## src/rtl/iter_divide_pkg.sv

```systemverilog
// Shared types and helpers for the iterative divider.
//   div_state_e : FSM state encoding (idle, iterate, sign fix-up, result hold)
//   twos_neg    : two's-complement negate on a MaxWidth-bit word; callers
//                 widen their operand and truncate the result, which keeps
//                 the low bits exact for any width up to MaxWidth.
package iter_divide_pkg;

  localparam int unsigned MaxWidth = 64;

  typedef enum logic [1:0] {
    StIdle,
    StIter,
    StFix,
    StDone
  } div_state_e;

  function automatic logic [MaxWidth-1:0] twos_neg(input logic [MaxWidth-1:0] value);
    return ~value + 64'd1;
  endfunction

endpackage

```

## src/rtl/iter_divide.sv

```systemverilog
// Iterative radix-2 restoring divider, signed or unsigned per request.
// One quotient bit is produced per cycle, so a result appears a fixed
// WIDTHN+1 edges after the accept edge, independent of operand values.
//
// Ports:
//   i_clock, i_aclr          clock, asynchronous active-high reset
//   i_valid / o_ready        request handshake (o_ready only in idle)
//   i_numer, i_denom         operands
//   i_signed                 1 = both operands two's complement
//   i_mode_ovr, i_rem_pos    per-request override of remainder-positive mode
//   o_valid / i_ready        result handshake (outputs held until consumed)
//   o_quotient, o_remain     result
//   o_div_zero               denominator was zero
//
// Widths up to iter_divide_pkg::MaxWidth are supported.
module iter_divide
  import iter_divide_pkg::*;
#(
  parameter int unsigned WIDTHN          = 32,
  parameter int unsigned WIDTHD          = 32,
  parameter bit          REM_POS_DEFAULT = 1'b1
) (
  input  logic              i_clock,
  input  logic              i_aclr,
  input  logic              i_valid,
  output logic              o_ready,
  input  logic [WIDTHN-1:0] i_numer,
  input  logic [WIDTHD-1:0] i_denom,
  input  logic              i_signed,
  input  logic              i_mode_ovr,
  input  logic              i_rem_pos,
  output logic              o_valid,
  input  logic              i_ready,
  output logic [WIDTHN-1:0] o_quotient,
  output logic [WIDTHD-1:0] o_remain,
  output logic              o_div_zero
);

  div_state_e        state_q;
  logic [WIDTHN-1:0] cnt_q;
  // Partial remainder carries one extra bit so the trial subtraction borrow
  // can be read directly.
  logic [WIDTHD:0]   prem_q;
  // Numerator magnitude shifts out of the top while quotient bits shift in.
  logic [WIDTHN-1:0] quo_q;
  logic [WIDTHD-1:0] den_q;
  logic [WIDTHD-1:0] numer_raw_q;
  logic              sign_n_q;
  logic              sign_d_q;
  logic              signed_q;
  logic              rem_pos_q;
  logic [WIDTHN-1:0] quotient_q;
  logic [WIDTHD-1:0] remain_q;
  logic              div_zero_q;

  logic [WIDTHN-1:0] numer_mag;
  logic [WIDTHD-1:0] denom_mag;
  logic              req_rem_pos;
  logic [WIDTHD:0]   step_trial;
  logic [WIDTHD:0]   step_diff;
  logic [WIDTHD:0]   step_prem;
  logic [WIDTHN-1:0] step_quo;
  logic              quo_neg;
  logic              rem_neg;
  logic [WIDTHN-1:0] fix_quotient;
  logic [WIDTHD-1:0] fix_remain;
  logic              fix_div_zero;

  always_comb begin
    // Operand magnitudes at accept. The most-negative value maps to its own
    // bit pattern, which is the correct unsigned magnitude.
    numer_mag = i_numer;
    if (i_signed && i_numer[WIDTHN-1]) begin
      numer_mag = WIDTHN'(twos_neg(MaxWidth'(i_numer)));
    end
    denom_mag = i_denom;
    if (i_signed && i_denom[WIDTHD-1]) begin
      denom_mag = WIDTHD'(twos_neg(MaxWidth'(i_denom)));
    end
    req_rem_pos = i_mode_ovr ? i_rem_pos : REM_POS_DEFAULT;

    // Restoring step: keep the difference only if it did not borrow.
    step_trial = {prem_q[WIDTHD-1:0], quo_q[WIDTHN-1]};
    step_diff  = step_trial - {1'b0, den_q};
    if (step_diff[WIDTHD]) begin
      step_prem = step_trial;
      step_quo  = {quo_q[WIDTHN-2:0], 1'b0};
    end else begin
      step_prem = step_diff;
      step_quo  = {quo_q[WIDTHN-2:0], 1'b1};
    end

    // Sign fix-up. A zero remainder stays non-negative.
    quo_neg      = signed_q & (sign_n_q ^ sign_d_q);
    rem_neg      = signed_q & sign_n_q & (prem_q != '0);
    fix_quotient = quo_neg ? WIDTHN'(twos_neg(MaxWidth'(quo_q))) : quo_q;
    fix_remain   = rem_neg ? WIDTHD'(twos_neg(MaxWidth'(prem_q[WIDTHD-1:0])))
                           : prem_q[WIDTHD-1:0];
    if (rem_pos_q && rem_neg) begin
      fix_quotient = sign_d_q ? fix_quotient + WIDTHN'(1) : fix_quotient - WIDTHN'(1);
      fix_remain   = fix_remain + den_q;
    end
    fix_div_zero = (den_q == '0);
    if (fix_div_zero) begin
      fix_quotient = '1;
      fix_remain   = numer_raw_q;
    end
  end

  always_ff @(posedge i_clock or posedge i_aclr) begin
    if (i_aclr) begin
      state_q     <= StIdle;
      cnt_q       <= '0;
      prem_q      <= '0;
      quo_q       <= '0;
      den_q       <= '0;
      numer_raw_q <= '0;
      sign_n_q    <= 1'b0;
      sign_d_q    <= 1'b0;
      signed_q    <= 1'b0;
      rem_pos_q   <= 1'b0;
      quotient_q  <= '0;
      remain_q    <= '0;
      div_zero_q  <= 1'b0;
    end else begin
      unique case (state_q)
        StIdle: begin
          if (i_valid) begin
            prem_q      <= '0;
            quo_q       <= numer_mag;
            den_q       <= denom_mag;
            numer_raw_q <= WIDTHD'(i_numer);
            sign_n_q    <= i_numer[WIDTHN-1];
            sign_d_q    <= i_denom[WIDTHD-1];
            signed_q    <= i_signed;
            rem_pos_q   <= req_rem_pos;
            cnt_q       <= WIDTHN'(WIDTHN - 1);
            state_q     <= StIter;
          end
        end
        StIter: begin
          prem_q <= step_prem;
          quo_q  <= step_quo;
          cnt_q  <= cnt_q - WIDTHN'(1);
          if (cnt_q == '0) begin
            state_q <= StFix;
          end
        end
        StFix: begin
          quotient_q <= fix_quotient;
          remain_q   <= fix_remain;
          div_zero_q <= fix_div_zero;
          state_q    <= StDone;
        end
        StDone: begin
          if (i_ready) begin
            state_q <= StIdle;
          end
        end
        default: state_q <= StIdle;
      endcase
    end
  end

  assign o_ready    = (state_q == StIdle);
  assign o_valid    = (state_q == StDone);
  assign o_quotient = quotient_q;
  assign o_remain   = remain_q;
  assign o_div_zero = div_zero_q;

endmodule

```

## config.mk

```make
export PLATFORM = sky130hd
export DESIGN_NAME = iter_divide
export DESIGN_NICKNAME = d
export VERILOG_FILES = /design/src/rtl/iter_divide_pkg.sv /design/src/rtl/iter_divide.sv
export SDC_FILE = /design/constraint.sdc
export NUM_CORES = 1
export LEC_CHECK = 0
export BUFFER_PORTS_ARGS = -buffer_cell sky130_fd_sc_hd__buf_2
export CORE_UTILIZATION = 39
export DETAILED_ROUTE_END_ITERATION = 7
export PLACE_DENSITY = 0.64
export SKIP_LAST_GASP = 1
export SYNTH_ARGS = -nofsm -noshare
export SYNTH_HDL_FRONTEND = slang
export SYNTH_SLANG_ARGS = --single-unit
```

## constraint.sdc

```tcl
create_clock -name i_clock -period 14.54 [get_ports i_clock]
set_clock_uncertainty 0.1 [all_clocks]
set_input_delay 1.454 -clock i_clock [delete_from_list [all_inputs] [get_ports i_clock]]
set_output_delay 1.454 -clock i_clock [all_outputs]
set_load 0.01 [all_outputs]
```

* Yosys cells after proc, flatten, opt, wreduce, memory -nomap -nowiden
Cells that the tools add are included.
** Operators by class
- Muxes and demuxes :: 22
- Equal/unequal tests :: 6
- Reduce and logical (&&, ||, !) cells :: 11
- Bitwise logic cells :: 8
- $add $sub $neg :: 9
** Operators with widths (count)
- 32-bit two-way mux :: 11
- 32-bit by 1-bit adder with 32-bit output (second input constant) :: 5
- 32-bit NOT :: 4
- 32-bit one-hot mux with 2 select lines :: 2
- 33-bit two-way mux :: 2
- 33-bit one-hot mux with 2 select lines :: 1
- 32-bit logical NOT :: 2
- 32-bit by 1-bit subtractor with 32-bit output (second input constant) :: 2
- 33-bit nonzero test :: 1
- 33-bit by 32-bit subtractor with 33-bit output :: 1
- 32-bit adder :: 1
- 2-bit one-hot mux with 4 select lines :: 1
- 2-bit two-way mux :: 3
- 2-bit == test (second input constant) :: 2
- 2-bit inequality test (second input constant) :: 2
- 2-bit AND reduction :: 2
- 1-bit AND :: 3
- 1-bit logical AND :: 3
- 3-bit AND reduction :: 1
- 2-bit by 1-bit == test with 1-bit output (second input constant) :: 1
- 2-bit logical NOT :: 1
- 1-bit two-way mux :: 2
- 2-bit by 1-bit inequality test with 1-bit output (second input constant) :: 1
- 2-bit nonzero test :: 1
- 1-bit XOR :: 1
** Word-level totals
- Input bits :: 71
- Word-level logic and storage cells :: 69
- Register bits :: 232

* Depth between registers and ports, before layout
Gate-level depths: netlist of the first run.
- Depth in word-level cells :: 7
- Gate-level depth with buffers :: 20

* Worst setup path after synthesis of the first run
Ideal clock, no wire load.
- Kind :: register -> register
- Start point :: reg prem_q[2]
- End point :: reg remain_q[31], in the netlist o_remain[31]
- Period minus slack after synthesis :: 4853 ps
- Slack :: 9687 ps
- Arrival :: 4622 ps
- Stages on the path, launching flop included :: 18
- Required time :: 14309 ps
- Buffers on the path :: 3
- Cells stage by stage :: dfrtp_1 buf_2 or4_1 buf_2 or4_1 o41ai_1 xnor2_1 ha_1 clkbuf_1 a21o_1 a22oi_1 a31oi_1 a221o_1 a31o_2 a221oi_1 o21ai_0 a221oi_1 nor3_1
** Between the ends
- Longest elaborated chain between the ends :: 6
- Elaborated cells between the ends (all ways) :: 9
- Classes of those cells :: 2 x add/sub; 3 x mux; 2 x bitwise; 2 x reduce/logical
** Ends and longest elaborated chain
- from (decl) :: line iter_divide.sv:43 : logic [WIDTHD:0] prem_q;
- from (signal assigned) :: line iter_divide.sv:142 : prem_q <= step_prem;
- 32-bit NOT or 33-bit nonzero test (tied branches) :: line iter_divide_pkg.sv:18, iter_divide.sv:95
- 32-bit by 1-bit adder with 32-bit output or 1-bit AND (tied branches) :: line iter_divide_pkg.sv:18, iter_divide.sv:95
- 32-bit two-way mux :: line iter_divide.sv:97 : fix_remain = rem_neg ? WIDTHD'(twos_neg(MaxWidth'(prem_q[WIDTHD-1:0])))
- 32-bit adder :: line iter_divide.sv:101 : fix_remain = fix_remain + den_q;
- 32-bit two-way mux (*) :: line iter_divide.sv:99 : if (rem_pos_q && rem_neg) begin
- 32-bit two-way mux (*) :: line iter_divide.sv:104 : if (fix_div_zero) begin
- to (signal assigned) :: line iter_divide.sv:151 : remain_q <= fix_remain;
- to (decl) :: line iter_divide.sv:53 : logic [WIDTHD-1:0] remain_q;
Every way passes the cells marked *; elsewhere a longest branch is shown, timed or not.
A chain may end at the register's enable or synchronous reset.

* Worst setup path after layout of the first run
- Start point :: reg quo_q[31]
- End point :: reg prem_q[30]
** Between the ends
- Longest elaborated chain between the ends :: 3
** Ends and longest elaborated chain
- from (decl) :: line iter_divide.sv:45 : logic [WIDTHN-1:0] quo_q;
- from (signal assigned) :: line iter_divide.sv:130 : quo_q <= numer_mag;
- from (signal assigned) :: line iter_divide.sv:143 : quo_q <= step_quo;
- 33-bit by 32-bit subtractor with 33-bit output :: line iter_divide.sv:84 : step_diff = step_trial - {1'b0, den_q};
- 33-bit two-way mux :: line iter_divide.sv:85 : if (step_diff[WIDTHD]) begin
- 33-bit one-hot mux with 2 select lines :: line iter_divide.sv:126 : unique case (state_q)
No other way between the ends.

==> impl_metrics.ini, run 1 <==
[routing]
avgViaCountPerCell = 5.69
firstDrtPassIters = 7
routedWlPerCell_um = 18.7
drcViolationCount = 0
finalWirelength_um = 53100
remaining_number_of_nets_flagged_by_the_antenna_check_after_routing = 0
routed-via-count = 16100
drt-initial-drc-count = 1234

[grt]
grt_util_met1 = 0.312
gr-usage-met2 = 0.364
grt-ovfl-total = 0
met3_usage = 0.0292
grt_start_max_net_pins = 104
grtUsageTotal = 0.227
grt_pass1_wl_um = 84500
global_route.peak_usage_layer = met2
initial_antenna_violation_count = 3
first_global_vias = 15300

[yosys]
synth-seq-area-share = 0.328
async_flop_share = 1.00
syn-instance-count = 2129
synthFlopType = sky130_fd_sc_hd__dfrtp_1
ys_ff_latch = 231
synthesis.nets = 2309
synth-edff-count = 0
syn_area_per_cell_um2 = 8.29
synth_cell_type_count = 83
yosys-top-cells-area = sky130_fd_sc_hd__dfrtp_1, sky130_fd_sc_hd__ha_1, sky130_fd_sc_hd__a21oi_1
synth.largest_area_cell = sky130_fd_sc_hd__dfrtp_1
synth.cell_area_mm2 = 0.0176
yosysWarningCount = 0
synth_top_cell_area_share = 0.328

[worst_setup_path]
crit_path_cell_trace = inv_1 -> ha_1 -> inv_1 -> fa_1 -> a211oi_1 -> o21bai_1 -> a221oi_1 -> o32ai_1 -> o21ai_0 -> a21oi_1 -> a31oi_1 -> o21ai_0 -> ha_1 -> inv_1 -> or4_1 -> nand3_1
endpoint_required_time_on_the_critical_path_ps = 14910
reg2reg_from = quo_q[31]
worst-endpoint-arrival_ps = 6270
r2r-end = prem_q[30]
cp-start-kind = flip-flop
endpoint_kind = flip-flop
timing.critical_path.slowest_stage_cell = sky130_fd_sc_hd__ha_1
crit_path_max_fanout = 32
crit_path_frequent_cell = sky130_fd_sc_hd__inv_1
timing_worst_setup_path_type = flip-flop to flip-flop
crit_path_max_incr_delay_ps = 890
worst_r2r_path_depth = 16
worst-r2r-setup-slack_ps = 8640

[cells_and_area]
layout-area-overhead-vs-synth_pct = 12.4
finish.net_count = 2401
most-common-layout-cells = sky130_fd_sc_hd__dfrtp_1, sky130_fd_sc_hd__nor2_1, sky130_fd_sc_hd__nand2_1
layout.cells.most_common = sky130_fd_sc_hd__dfrtp_1
final_core_util = 0.447
drive_above_1_share = 0.129
total_area_of_sequential_cells_mm2 = 0.00578
n_fill_cell = 4432
multi_input_comb_area_mm2 = 0.0112

[clock_tree]
ctsRootBufferMaster = sky130_fd_sc_hd__clkbuf_16
number_of_buffers_created_by_cts = 29
cts_htree_levels = 1
worst_setup_hold_path_clk_slew_ps = 60
cts.repair.resized = 0
cts_tree = done
tritoncts_num_sinks = 231
worstSkewPairLatency_ps = 570
clock_path_buffers = 3
postCtsSetupBuffers = 0
cts_hold_buf = 0

[place]
dp.final_hpwl_um = 40200
numPortBuffers = 137
place.gp.congestion = 0.952

[timing]
worst_slew_pin_slew_ps = 1060
final_hold_viol_count = 0
rsz0062_at_grt = false
fraction_of_the_cycle_the_final_worst_path_needs = 0.406
timing.setup.tns_ps = 0
finalWorstPathRequiredPeriod_ps = 5900
timing_max_transition_violations_final = 0
slew-limit-headroom = 0.296
setup_viol_count_final = 0
fmaxAchievable_ghz = 0.170

[floorplan]
dieHeight_um = 215
die_area_mm2 = 0.0461
start_util = 0.397
fp.dieW_um = 215
core_region_area_mm2 = 0.0444
placement_rows = 77
num_io_pins = 138

[min_path]
worst_hold_path_type = flip-flop to flip-flop
worst_hold_path.endpoint = o_remain[8]
timing.hold.worst_path_depth = 1
worst_hold_startpoint = o_remain[8]

[flow_run]
maxCapViolCount = 0

[status]
outcome = completed
[metrics by stage]
| step | setup slack (ps) | std cells | hold slack [ps] | area (µm²) |
|---|---|---|---|---|
| after detailed placement | 8650 | 2782 | 372 | 18900 |
| final | 8640 | 2837 | 384 | 19800 |
| after global routing | 7960 | 2835 | 406 | 19800 |
| after global placement | 8780 | 2782 | 363 | 18900 |
| after floorplan | 6650 | 2129 | 343 | 17600 |
| after CTS | 8620 | 2834 | 385 | 19800 |
[critical path, delay by kind of cell (launching register included)]
kind                     cells  cell delay (ps)
AO/OA/AOI/OAI                8             2170
buffers and inverters        3              880
AND/OR/NAND/NOR              2              780
flip-flops                   1              400
adder cells (fa/ha/maj)      3             1480
[cells by family (layout without fill, tap and decap cells)]
group,Yosys count,in the layout,share of synthesized area
AO/OA/AOI/OAI,652,652,0.224
XOR/XNOR,198,198,0.0983
adder cells (fa/ha/maj),109,109,0.0786
buffers and inverters,170,283,0.0372
flip-flops,231,231,0.328
multiplexers,69,69,0.0430
other,0,3,0
AND/OR/NAND/NOR,700,700,0.191
[Yosys cell counts, types with 37 or more instances]
cell type,n
sky130_fd_sc_hd__xor2_1,94
sky130_fd_sc_hd__clkbuf_1,72
sky130_fd_sc_hd__dfrtp_1,231
sky130_fd_sc_hd__mux2_2,44
sky130_fd_sc_hd__a21o_1,39
sky130_fd_sc_hd__nand3_1,37
sky130_fd_sc_hd__a21oi_1,205
sky130_fd_sc_hd__o21ai_0,202
sky130_fd_sc_hd__nor2_1,215
sky130_fd_sc_hd__xnor2_1,104
sky130_fd_sc_hd__nor3_1,49
sky130_fd_sc_hd__nand2_1,211
sky130_fd_sc_hd__ha_1,106
sky130_fd_sc_hd__inv_1,77
[routing by layer]
metal / vias to the layer above / routed length, µm
met3: 90 / 3120
met5: - / 0
met2: 535 / 23900
met4: 0 / 1790
li1: 7869 / -
met1: 7654 / 24300
[how the worst max path moves through the flow]
stage / cells past startpoint / end / from / slack [ps]
2_1_floorplan: 1 / cnt_q[0] / i_aclr / 6650
3_3_place_gp: 16 / prem_q[14] / quo_q[31] / 8780
3_5_place_dp: 16 / prem_q[30] / quo_q[31] / 8650
4_1_cts: 16 / prem_q[30] / quo_q[31] / 8620
5_1_grt: 16 / prem_q[30] / quo_q[31] / 7960
6_report: 16 / prem_q[30] / quo_q[31] / 8640
[flip-flops by register name, indices dropped and copies added, names as in the netlist]
register     flops
cnt_q           32
den_q           32
numer_raw_q     32
o_div_zero       1
o_quotient      32
o_remain        32
prem_q          33
quo_q           32
rem_pos_q        1
sign_d_q         1
signed_q         1
state_q          2
[layout make-up]
cell class                      count  area share
Multi-Input combinational cell   1728       0.566
Sequential cell                   231       0.291
Clock buffer                       39      0.0420
Timing Repair Buffer              154      0.0410
Tap cell                          592      0.0373
Inverter                           77      0.0149
Clock inverter                     13     0.00643
Antenna cell                        3    0.000378
Power of run 1 is left out: the tool's default activity adds up to more than one toggle a clock period on the data nets, which glitch-free logic cannot reach.
==> run 2, diff against run 1 <==
==> constraint.sdc (replaced) <==
create_clock -name i_clock -period 6.04 [get_ports i_clock]
set_clock_uncertainty 0.1 [all_clocks]
set_input_delay 0.604 -clock i_clock [delete_from_list [all_inputs] [get_ports i_clock]]
set_output_delay 0.604 -clock i_clock [all_outputs]
set_load 0.01 [all_outputs]
==> impl_metrics.ini, run 2 (synthesis results as in run 1) <==
[floorplan]
core_region_area_mm2 = 0.0444
placement_rows = 77
dieHeight_um = 215
start_util = 0.397
num_io_pins = 138
fp.dieW_um = 215
die_area_mm2 = 0.0461

[routing]
drcViolationCount = 0
firstDrtPassIters = 5
routed-via-count = 16000
remaining_number_of_nets_flagged_by_the_antenna_check_after_routing = 0
routedWlPerCell_um = 18.7
drt-initial-drc-count = 1194
finalWirelength_um = 53200
avgViaCountPerCell = 5.62

[clock_tree]
cts_tree = done
ctsRootBufferMaster = sky130_fd_sc_hd__clkbuf_16
worst_setup_hold_path_clk_slew_ps = 60
postCtsSetupBuffers = 0
cts_htree_levels = 1
tritoncts_num_sinks = 231
clock_path_buffers = 3
worstSkewPairLatency_ps = 570
number_of_buffers_created_by_cts = 28

[worst_setup_path]
worst-endpoint-arrival_ps = 5870
crit_path_max_fanout = 8
endpoint_kind = flip-flop
timing_worst_setup_path_type = flip-flop to flip-flop
worst-r2r-setup-slack_ps = 540
endpoint_required_time_on_the_critical_path_ps = 6410
cp-start-kind = flip-flop

[place]
numPortBuffers = 137
dp.final_hpwl_um = 40500
place.gp.congestion = 0.962
dp_cells = 2787

[cells_and_area]
largest_reg_flops = 33
most-common-layout-cells = sky130_fd_sc_hd__dfrtp_1, sky130_fd_sc_hd__nor2_1, sky130_fd_sc_hd__nand2_1
finish.net_count = 2406
fin_cells = 2844
layout.cells.most_common = sky130_fd_sc_hd__dfrtp_1
largest-register = prem_q
drive_above_1_share = 0.130
layout-area-overhead-vs-synth_pct = 12.9

[timing]
finalWorstPathRequiredPeriod_ps = 5500
fmaxAchievable_ghz = 0.182
timing_max_transition_violations_final = 0
setup_viol_count_final = 0
fraction_of_the_cycle_the_final_worst_path_needs = 0.911
worst_slew_pin_slew_ps = 1250
slew-limit-headroom = 0.148
timing.setup.tns_ps = 0
final_hold_viol_count = 0
rsz0062_at_grt = false

[grt]
grtUsageTotal = 0.228
grt_start_max_net_pins = 149
grt-ovfl-total = 0
initial_antenna_violation_count = 3
first_global_vias = 15500
grt_pass1_wl_um = 85100

[status]
outcome = completed

[flow_run]
maxCapViolCount = 0

[min_path]
worst_hold_path_type = input port to flip-flop
run 2: layout make-up:
| class | count | area [µm²] |
|---|---|---|
| Inverter | 77 | 293 |
| Antenna cell | 5 | 12.5 |
| Fill cell | 4405 | 24500 |
| Timing Repair Buffer | 160 | 873 |
| Multi-Input combinational cell | 1728 | 11200 |
| Clock buffer | 41 | 831 |
| Clock inverter | 10 | 154 |
| Tap cell | 592 | 741 |
| Sequential cell | 231 | 5780 |
run 2: worst paths after layout:
path,from,end,cells past startpoint
max reg2reg,prem_q[2],o_remain[31],16
min,i_denom[0],den_q[0],3
min in group asynchronous,i_aclr,o_div_zero,3
min reg2reg,o_remain[11],o_remain[11],1
max in group asynchronous,i_aclr,quo_q[6],4
max,prem_q[2],o_remain[31],16
run 2: repair_timing:
item / in CTS / in global routing
hold buffers: 1 / 0
hold endpoints to repair: 14 / 0
setup endpoints to repair: 0 / 1
gates resized for setup: 0 / 1
run 2: critical path, cell delays in order (launching register included):
cell and delay, ps:
sky130_fd_sc_hd__dfrtp_1 470, sky130_fd_sc_hd__or4_1 740, sky130_fd_sc_hd__nor4_4 470, sky130_fd_sc_hd__and2_1 270, sky130_fd_sc_hd__a21oi_1 240, sky130_fd_sc_hd__a21oi_1 350
sky130_fd_sc_hd__inv_1 100, sky130_fd_sc_hd__ha_1 300, sky130_fd_sc_hd__a211oi_1 290, sky130_fd_sc_hd__o21ai_0 250, sky130_fd_sc_hd__nand4_1 200, sky130_fd_sc_hd__a21oi_1 160
sky130_fd_sc_hd__a31o_2 270, sky130_fd_sc_hd__a221oi_1 480, sky130_fd_sc_hd__nor3b_1 350, sky130_fd_sc_hd__a221oi_1 140, sky130_fd_sc_hd__nor3_1 210
run 2: per-stage QoR:
stage / setup WS [ps] / util / hold slack, ps / cell area, µm²
floorplan: 1190 / - / 343 / 17600
global placement: 693 / 0.426 / 357 / 18900
detailed placement: 540 / 0.426 / 375 / 18900
CTS: 502 / 0.448 / 201 / 19900
global route: 144 / 0.449 / 217 / 19900
finish: 535 / 0.449 / 227 / 19900
run 2: layer usage:
layer / routed length [µm] / GRT usage / vias to the layer above
li1: - / - / 7891
met1: 24900 / 0.314 / 7597
met2: 24200 / 0.373 / 432
met3: 2640 / 0.0221 / 74
met4: 1550 / 0.0810 / 0
met5: 0 / 0 / -
Power of run 2 is left out for the same reason.
